==> src/rtl/branch_resolver_pkg.sv <==
// Shared processor package: flag bit positions, condition-code encodings
// and the branch resolver FSM state encoding.
package branch_resolver_pkg;

   // Bit positions inside the 4-bit flags word
   localparam int FLAG_Z = 3;
   localparam int FLAG_N = 2;
   localparam int FLAG_C = 1;
   localparam int FLAG_V = 0;

   // Condition codes carried by branch instructions
   typedef enum logic [3:0] {
      COND_AL = 4'd0,
      COND_EQ = 4'd1,
      COND_NE = 4'd2,
      COND_CS = 4'd3,
      COND_CC = 4'd4,
      COND_MI = 4'd5,
      COND_PL = 4'd6,
      COND_VS = 4'd7,
      COND_VC = 4'd8,
      COND_HI = 4'd9,
      COND_LS = 4'd10,
      COND_GE = 4'd11,
      COND_LT = 4'd12,
      COND_GT = 4'd13,
      COND_LE = 4'd14,
      COND_NV = 4'd15
   } cond_e;

   // Branch resolver FSM states
   typedef enum logic [1:0] {
      IDLE = 2'b00,
      WAIT = 2'b01,
      RESP = 2'b10
   } state_e;

endpackage

==> src/rtl/branch_resolver_cond_check.sv <==
// cond_check: purely combinational condition-code evaluator shared by every
// consumer of the flags register.
module cond_check
   import branch_resolver_pkg::*;
(
   input  logic [3:0] cond,
   input  logic [3:0] flags,
   output logic       taken
);

   logic z_s;
   logic n_s;
   logic c_s;
   logic v_s;

   assign z_s = flags[FLAG_Z];
   assign n_s = flags[FLAG_N];
   assign c_s = flags[FLAG_C];
   assign v_s = flags[FLAG_V];

   // Decode the condition code against the current flags
   always_comb begin
      taken = 1'b0;
      case (cond)
         COND_AL: taken = 1'b1;
         COND_EQ: taken = z_s;
         COND_NE: taken = ~z_s;
         COND_CS: taken = c_s;
         COND_CC: taken = ~c_s;
         COND_MI: taken = n_s;
         COND_PL: taken = ~n_s;
         COND_VS: taken = v_s;
         COND_VC: taken = ~v_s;
         COND_HI: taken = c_s & ~z_s;
         COND_LS: taken = ~c_s | z_s;
         COND_GE: taken = (n_s == v_s);
         COND_LT: taken = (n_s != v_s);
         COND_GT: taken = ~z_s & (n_s == v_s);
         COND_LE: taken = z_s | (n_s != v_s);
         COND_NV: taken = 1'b0;
         default: taken = 1'b0;
      endcase
   end

endmodule

==> src/rtl/branch_resolver.sv <==
// branch_resolver: captures a conditional branch, waits for any in-flight
// flags update to settle, then presents the taken decision and next PC on a
// valid/ready response interface. Keeps a saturating taken-branch count.
// Optional build macro BRANCH_RESOLVER_BYPASS_EN: the flags register forwards
// its pending update, so the flags are usable immediately and WAIT is skipped.
module branch_resolver
   import branch_resolver_pkg::*;
(
   input  logic        clk,
   input  logic        rst_b,
   input  logic        req_valid,
   output logic        req_ready,
   input  logic [3:0]  cond,
   input  logic [15:0] target,
   input  logic [15:0] pc_next,
   input  logic [3:0]  flags_in,
   input  logic        flags_wr_en,
   output logic        rsp_valid,
   input  logic        rsp_ready,
   output logic        rsp_taken,
   output logic [15:0] rsp_pc,
   output logic [15:0] taken_cnt
);

`ifdef BRANCH_RESOLVER_BYPASS_EN
   localparam logic BYPASS_EN = 1'b1;
`else
   localparam logic BYPASS_EN = 1'b0;
`endif

   state_e      state_q,     state_d;
   logic [3:0]  cond_q,      cond_d;
   logic [15:0] target_q,    target_d;
   logic [15:0] pc_next_q,   pc_next_d;
   logic        rsp_valid_q, rsp_valid_d;
   logic        rsp_taken_q, rsp_taken_d;
   logic [15:0] rsp_pc_q,    rsp_pc_d;
   logic [15:0] taken_cnt_q, taken_cnt_d;

   logic [3:0]  eval_cond_s;
   logic        taken_s;
   logic        stall_s;

   // In IDLE the decision uses the live request; in WAIT the captured one
   always_comb begin
      eval_cond_s = cond_q;
      if (state_q == IDLE) begin
         eval_cond_s = cond;
      end else begin
         eval_cond_s = cond_q;
      end
   end

   cond_check u_cond_check (
      .cond  (eval_cond_s),
      .flags (flags_in),
      .taken (taken_s)
   );

   // Flags are stale only while an update is in flight and not forwarded
   assign stall_s = flags_wr_en & ~BYPASS_EN;

   // Next-state, capture, decision and counter logic
   always_comb begin
      state_d     = state_q;
      cond_d      = cond_q;
      target_d    = target_q;
      pc_next_d   = pc_next_q;
      rsp_valid_d = rsp_valid_q;
      rsp_taken_d = rsp_taken_q;
      rsp_pc_d    = rsp_pc_q;
      taken_cnt_d = taken_cnt_q;
      case (state_q)
         IDLE: begin
            if (req_valid) begin
               cond_d    = cond;
               target_d  = target;
               pc_next_d = pc_next;
               if (stall_s) begin
                  state_d = WAIT;
               end else begin
                  state_d     = RESP;
                  rsp_valid_d = 1'b1;
                  rsp_taken_d = taken_s;
                  rsp_pc_d    = taken_s ? target : pc_next;
               end
            end else begin
               state_d = IDLE;
            end
         end
         WAIT: begin
            if (stall_s) begin
               state_d = WAIT;
            end else begin
               state_d     = RESP;
               rsp_valid_d = 1'b1;
               rsp_taken_d = taken_s;
               rsp_pc_d    = taken_s ? target_q : pc_next_q;
            end
         end
         RESP: begin
            if (rsp_ready) begin
               state_d     = IDLE;
               rsp_valid_d = 1'b0;
               if (rsp_taken_q && (taken_cnt_q != 16'hFFFF)) begin
                  taken_cnt_d = taken_cnt_q + 16'd1;
               end else begin
                  taken_cnt_d = taken_cnt_q;
               end
            end else begin
               state_d = RESP;
            end
         end
         default: begin
            state_d     = IDLE;
            rsp_valid_d = 1'b0;
         end
      endcase
   end

   // State and output registers with asynchronous clear
   always_ff @(posedge clk or negedge rst_b) begin
      if (!rst_b) begin
         state_q     <= IDLE;
         cond_q      <= 4'h0;
         target_q    <= 16'h0000;
         pc_next_q   <= 16'h0000;
         rsp_valid_q <= 1'b0;
         rsp_taken_q <= 1'b0;
         rsp_pc_q    <= 16'h0000;
         taken_cnt_q <= 16'h0000;
      end else begin
         state_q     <= state_d;
         cond_q      <= cond_d;
         target_q    <= target_d;
         pc_next_q   <= pc_next_d;
         rsp_valid_q <= rsp_valid_d;
         rsp_taken_q <= rsp_taken_d;
         rsp_pc_q    <= rsp_pc_d;
         taken_cnt_q <= taken_cnt_d;
      end
   end

   assign req_ready = (state_q == IDLE);
   assign rsp_valid = rsp_valid_q;
   assign rsp_taken = rsp_taken_q;
   assign rsp_pc    = rsp_pc_q;
   assign taken_cnt = taken_cnt_q;

endmodule

==> config.mk <==
export PLATFORM = sky130hd
export DESIGN_NAME = branch_resolver
export DESIGN_NICKNAME = d
export VERILOG_FILES = /design/src/rtl/branch_resolver_pkg.sv /design/src/rtl/branch_resolver_cond_check.sv /design/src/rtl/branch_resolver.sv
export SDC_FILE = /design/constraint.sdc
export NUM_CORES = 1
export LEC_CHECK = 0
export BUFFER_PORTS_ARGS = -buffer_cell sky130_fd_sc_hd__buf_2
export CAP_MARGIN = 20
export CORE_MARGIN = 1
export CORE_UTILIZATION = 38
export CTS_CLUSTER_SIZE = 16
export DETAILED_ROUTE_END_ITERATION = 8
export PLACE_DENSITY = 0.63
export REMOVE_ABC_BUFFERS = 1
export SLEW_MARGIN = 10
export SYNTH_ARGS = -nofsm -noshare
export SYNTH_HDL_FRONTEND = slang
export SYNTH_SLANG_ARGS = --single-unit
==> constraint.sdc <==
create_clock -name clk -period 3.8 [get_ports clk]
set_input_delay 0.57 -clock clk [delete_from_list [all_inputs] [get_ports clk]]
set_output_delay 0.57 -clock clk [all_outputs]
set_load 0.02 [all_outputs]
Yosys cells after proc, flatten, opt, wreduce, memory -nomap -nowiden
Index checks and enable logic that the tools add are counted.

storage, ports and cells
  register bits after elaboration = 72
  bits in latches = 0
  RAM bits = 0
  memory bits (read-only) = 0
  input bits = 45
  output and inout bits = 35
  logic and storage cells = 69
  memories kept = 0

cells by class
  $add $sub $neg = 1
  $mul = 0
  div/mod/pow operators = 0
  magnitude comparators = 0
  equality and inequality tests = 24
  shift-type cells = 0
  muxes and demuxes = 19
  bitwise operators = 8
  reduce and logical (&&, ||, !) cells = 9

operators with widths
  cell                                                              count
  16-bit two-way mux                                                5
  4-bit == test (second input constant)                             8
  16-bit one-hot mux with 2 select lines                            1
  16-bit by 1-bit adder with 16-bit output (second input constant)  1
  4-bit by 3-bit == test with 1-bit output (second input constant)  4
  16-bit inequality test (second input constant)                    1
  1-bit one-hot mux with 16 select lines                            1
  4-bit by 2-bit == test with 1-bit output (second input constant)  2
  2-bit inequality test (second input constant)                     4
  2-bit two-way mux                                                 3
  2-bit one-hot mux with 3 select lines                             1
  2-bit AND reduction                                               3
  1-bit two-way mux                                                 5
  4-bit by 1-bit == test with 1-bit output (second input constant)  1
  4-bit logical NOT                                                 1
  4-bit two-way mux                                                 1
  1-bit NOT                                                         4
  4-bit AND reduction                                               1
  1-bit one-hot mux with 3 select lines                             1
  3-bit AND reduction                                               1
  1-bit bitwise AND                                                 2
  2-bit by 1-bit == test with 1-bit output (second input constant)  1
  2-bit == test (second input constant)                             1
  2-bit logical NOT                                                 1
  6 further kinds                                                   7

Longest topological paths before layout
  word-level depth = 8
  mapped depth = 10
  gate-level depth less buffers = 8

Cells and area by module
A second synthesis with hierarchy kept.

second synthesis, totals
  cells, all modules = 255
  area total of the unflattened synthesis = 3552.2 µm²

modules (own cells, without submodules)
  module           instances  cells each  area an instance (µm²)  sequential area each (µm²)
  branch_resolver  1          228         3349.5                  1801.7
  cond_check       1          27          202.7                   0.0

Worst setup path before layout
Ideal clock, no wire load.

  path type = register to register
  start point = register state_q[1]
  end point = register rsp_pc_q[10] (netlist: rsp_pc[10])
  setup time = 0.126 ns
  data arrival time = 2.177 ns
  data required time = 3.674 ns
  setup slack = 1.497 ns
  cell stages (with the launch flop) = 10
  path buffers = 2
  clock period less this slack = 2.303 ns
  path through = dfrtp_1 -> or2_1 -> buf_2 -> mux2_4 -> a221oi_2 -> a311oi_1 -> nor3_4 -> buf_6 -> nor3_1 -> a221o_1

between the ends
  cells in the longest elaborated chain, start to end = 8
  elaborated cells between the ends (all ways) = 31
  classes of those cells = eq/ne: 19; mux: 8; reduce/logical: 4

ends and longest elaborated chain
  element                                      RTL line                                      RTL
  from (decl)                                  branch_resolver.sv:31                         state_e state_q, state_d;
  from (signal assigned)                       branch_resolver.sv:133                        state_q <= state_d;
  2-bit logical NOT                            branch_resolver.sv:47, branch_resolver.sv:73
  4-bit two-way mux                            branch_resolver.sv:47                         if (state_q == IDLE) begin
  4-bit == test, or another cell as far along  branch_resolver_cond_check.sv:24              case (cond)
  1-bit one-hot mux with 16 select lines       branch_resolver_cond_check.sv:24
  16-bit two-way mux                           branch_resolver.sv:85                         rsp_pc_d = taken_s ? target : pc_next;
  16-bit two-way mux                           branch_resolver.sv:79                         if (stall_s) begin
  16-bit two-way mux                           branch_resolver.sv:75                         if (req_valid) begin
  16-bit one-hot mux with 2 select lines       branch_resolver.sv:73                         case (state_q)
  to (signal assigned)                         branch_resolver.sv:139                        rsp_pc_q <= rsp_pc_d;
  to (decl)                                    branch_resolver.sv:37                         logic [15:0] rsp_pc_q, rsp_pc_d;

Several ways; a longest one is shown, not always the timed one. The select of a mux whose other input is x is not followed.
A chain may end at the register's enable or synchronous reset.

Worst setup path after layout
  start point = register state_q[1]
  end point = register rsp_pc_q[5] (netlist: rsp_pc[5])

Same word-level chain as after synthesis.

==> results.json <==
{
  "drive_gt1_share_pct": 35.9,
  "die_area_um2": 10000,
  "status": "finished clean",
  "netlist_instances": 319,
  "p_total_w": 0.00264,
  "max_freq_mhz": 365,
  "grt_remaining_overflow": 0,
  "ys_warn_count": 0,
  "cts_htree_levels": 3,
  "synth-main-ff-cell": "dfrtp_1",
  "fin_util_pct": 47.1,
  "power_leakage_nw": 2.12,
  "rsz0062_at_grt": "no",
  "tns_ps": 0,
  "finalCritPeriodShare_pct": 72.0,
  "holdBufCountCts": 0,
  "clk_pin_slew_ps": 80,
  "crit_path_end_kind": "flip-flop",
  "port-buffer-count": 79,
  "finalCriticalPeriod_ps": 2740,
  "synth_edf_count": 0,
  "crit_path_max_fanout": 33,
  "ys_types": 43,
  "place_ws_ps": 1110,
  "grt_max_degree": 73,
  "crit_arrival_ps": 2950,
  "ant_nets": 0,
  "drt-wirelength-per-cell_um": 14.2,
  "hold_path_class": "in2async",
  "vdd_drop_max_mv": 0.224,
  "setup_slack_ps": 1060,
  "yosysSeqAreaShare_pct": 49.3,
  "vias_per_cell": 5.14,
  "ios": 80,
  "cts_made_buffers": 9,
  "clock_skew_ps": 8.13,
  "maxCapViolCount": 0,
  "num_vias": 2694,
  "grt_pass1_wl_um": 12300,
  "postCtsSetupRepairBufs": 0,
  "crit_type": "reg2reg",
  "required_ps": 4010,
  "setup_viol": 0,
  "synth_area_um2": 3650,
  "tritoncts": "built",
  "synth.avg_cell_area_um2": 11.5,
  "ctsLongestPathBuffers": 2,
  "core-area_um2": 9280,
  "cts_resized": 0,
  "ys_ff_latch": 72,
  "dp_hpwl_um": 5040,
  "fillCellCount": 888,
  "drt_wl_total_um": 7450,
  "worstMarginPinSlew_ps": 1080,
  "die_x_um": 100,
  "clock_sinks": 72,
  "antenna_found_initial": 0,
  "die_y_um": 100,
  "startpoint_type": "flip-flop",
  "syn_to_final_growth_pct": 19.7,
  "rows": 35,
  "num_antenna_cells": 0,
  "finalMaxSlewViolations": 0,
  "p_per_area_nw_per_um2": 605,
  "drtIter0Drc": 127,
  "gp_congestion": 0.824,
  "root_buffer": "clkbuf_8",
  "grt.total_usage_pct": 15.7,
  "grt_pass1_vias": 2520,
  "start_util_pct": 39.4,
  "relSlewSlack_pct": 27.7,
  "clock_latency_ps": 340,
  "first_pass_iters": 4,
  "remaining_drc_errors": 0,
  "final_net_count": 436,
  "async_flop_share_pct": 100,
  "finalHoldViolations": 0
}
==> worst max-delay path, cell delays in order (launching register included) <==
cell and delay (ps):
dfrtp_1 600, or2_1 340, mux2_4 370, a221oi_2 260, a311oi_1 100, nor3_4 190, buf_4 350, nor3_1 100
a221o_1 300
==> flip-flops by register name, indices dropped and copies added (netlist names) <==
name / cells
pc_next_q: 16
rsp_pc: 16
taken_cnt: 16
target_q: 16
cond_q: 4
state_q: 2
rsp_taken: 1
rsp_valid: 1
==> path summary, 6_finish.rpt <==
kind                              start            end  slack, ps  cells past startpoint
max                          state_q[1]      rsp_pc[5]       1060                      8
min                               rst_b     state_q[1]        360                      1
max reg2reg                  state_q[1]      rsp_pc[5]       1060                      8
min reg2reg                taken_cnt[9]   taken_cnt[9]        500                      1
max in group asynchronous         rst_b    target_q[6]       2870                      1
min in group clk            pc_next[12]  pc_next_q[12]        470                      2
==> report_power, final <==
group / switching, W / leakage [nW] / internal, W
logic: 0.000447 / 1.13 / 0.000367
clock network: 0.000282 / 0.115 / 0.000424
registers: 0.000145 / 0.878 / 0.000980
==> cells in the final DEF (no fill, tap or decap), types with 3 or more instances in the layout <==
cell and instances:
clkbuf_8 12, mux2_2 39, a221o_1 16, nor2_1 26, xor2_1 4, nand3_1 3, buf_2 78, nor3_1 19
xnor2_1 12, nand2_1 17, nand2b_1 4, inv_1 5, mux2i_1 34, nor3b_1 4, dfrtp_1 72, nand4_1 5
a21oi_1 3, o21ai_0 6
==> cell usage after synthesis (all sizes together), types with 2 or more instances <==
cell / count / area, um^2
nand2: 17 / 63.8
and2: 2 / 12.5
nor4bb: 2 / 20.0
xnor2: 12 / 105
mux2i: 34 / 340
clkbuf: 13 / 48.8
a21oi: 3 / 15.0
nor2b: 2 / 12.5
dfrtp: 72 / 1800
nand2b: 5 / 31.3
a31oi: 2 / 12.5
nor2: 26 / 97.6
nor3: 20 / 111
xor2: 4 / 35.0
nor4: 2 / 12.5
o21ai: 6 / 30.0
nand3: 3 / 15.0
or2: 2 / 12.5
nor3b: 4 / 30.0
a221o: 16 / 160
mux2: 40 / 454
o221ai: 2 / 17.5
nand4: 5 / 31.3
buf: 7 / 45.0
inv: 5 / 18.8
==> final cells by class <==
cell class	count	area [um^2]	share of cell area [%]
clock buffer	12	165	3.78
timing repair buffer	80	405	9.27
tap	129	161	3.69
multi-input combinational	222	1750	39.9
sequential	72	1800	41.2
clock inverter	4	75.1	1.72
inverter	5	18.8	0.429
==> cell families after synthesis <==
family          share of synthesized area, %
mux                                     21.7
buf+inv                                 3.08
simple gates                            13.5
xor+xnor                                3.83
compound gates                          8.22
fa+ha+maj                              0.342
flops                                   49.3
==> per-layer routing <==
metal / vias up / share of wire [%] / GRT usage (%)
met1: 1322 / 47 / 21.2
met5: - / 0 / 0
met2: 63 / 47 / 24.1
li1: 1302 / - / -
met3: 7 / 4.7 / 3.97
met4: 0 / 1.3 / 6.47
==> stage by stage <==
stage,area (um^2),instances,hold slack (ps)
2_1_floorplan,3560,299,274
3_3_place_gp,4130,508,476
3_5_place_dp,4130,508,485
4_1_cts,4370,524,388
5_1_grt,4370,524,416
6_report,4370,524,356
Power figures use the tool's default switching activity.
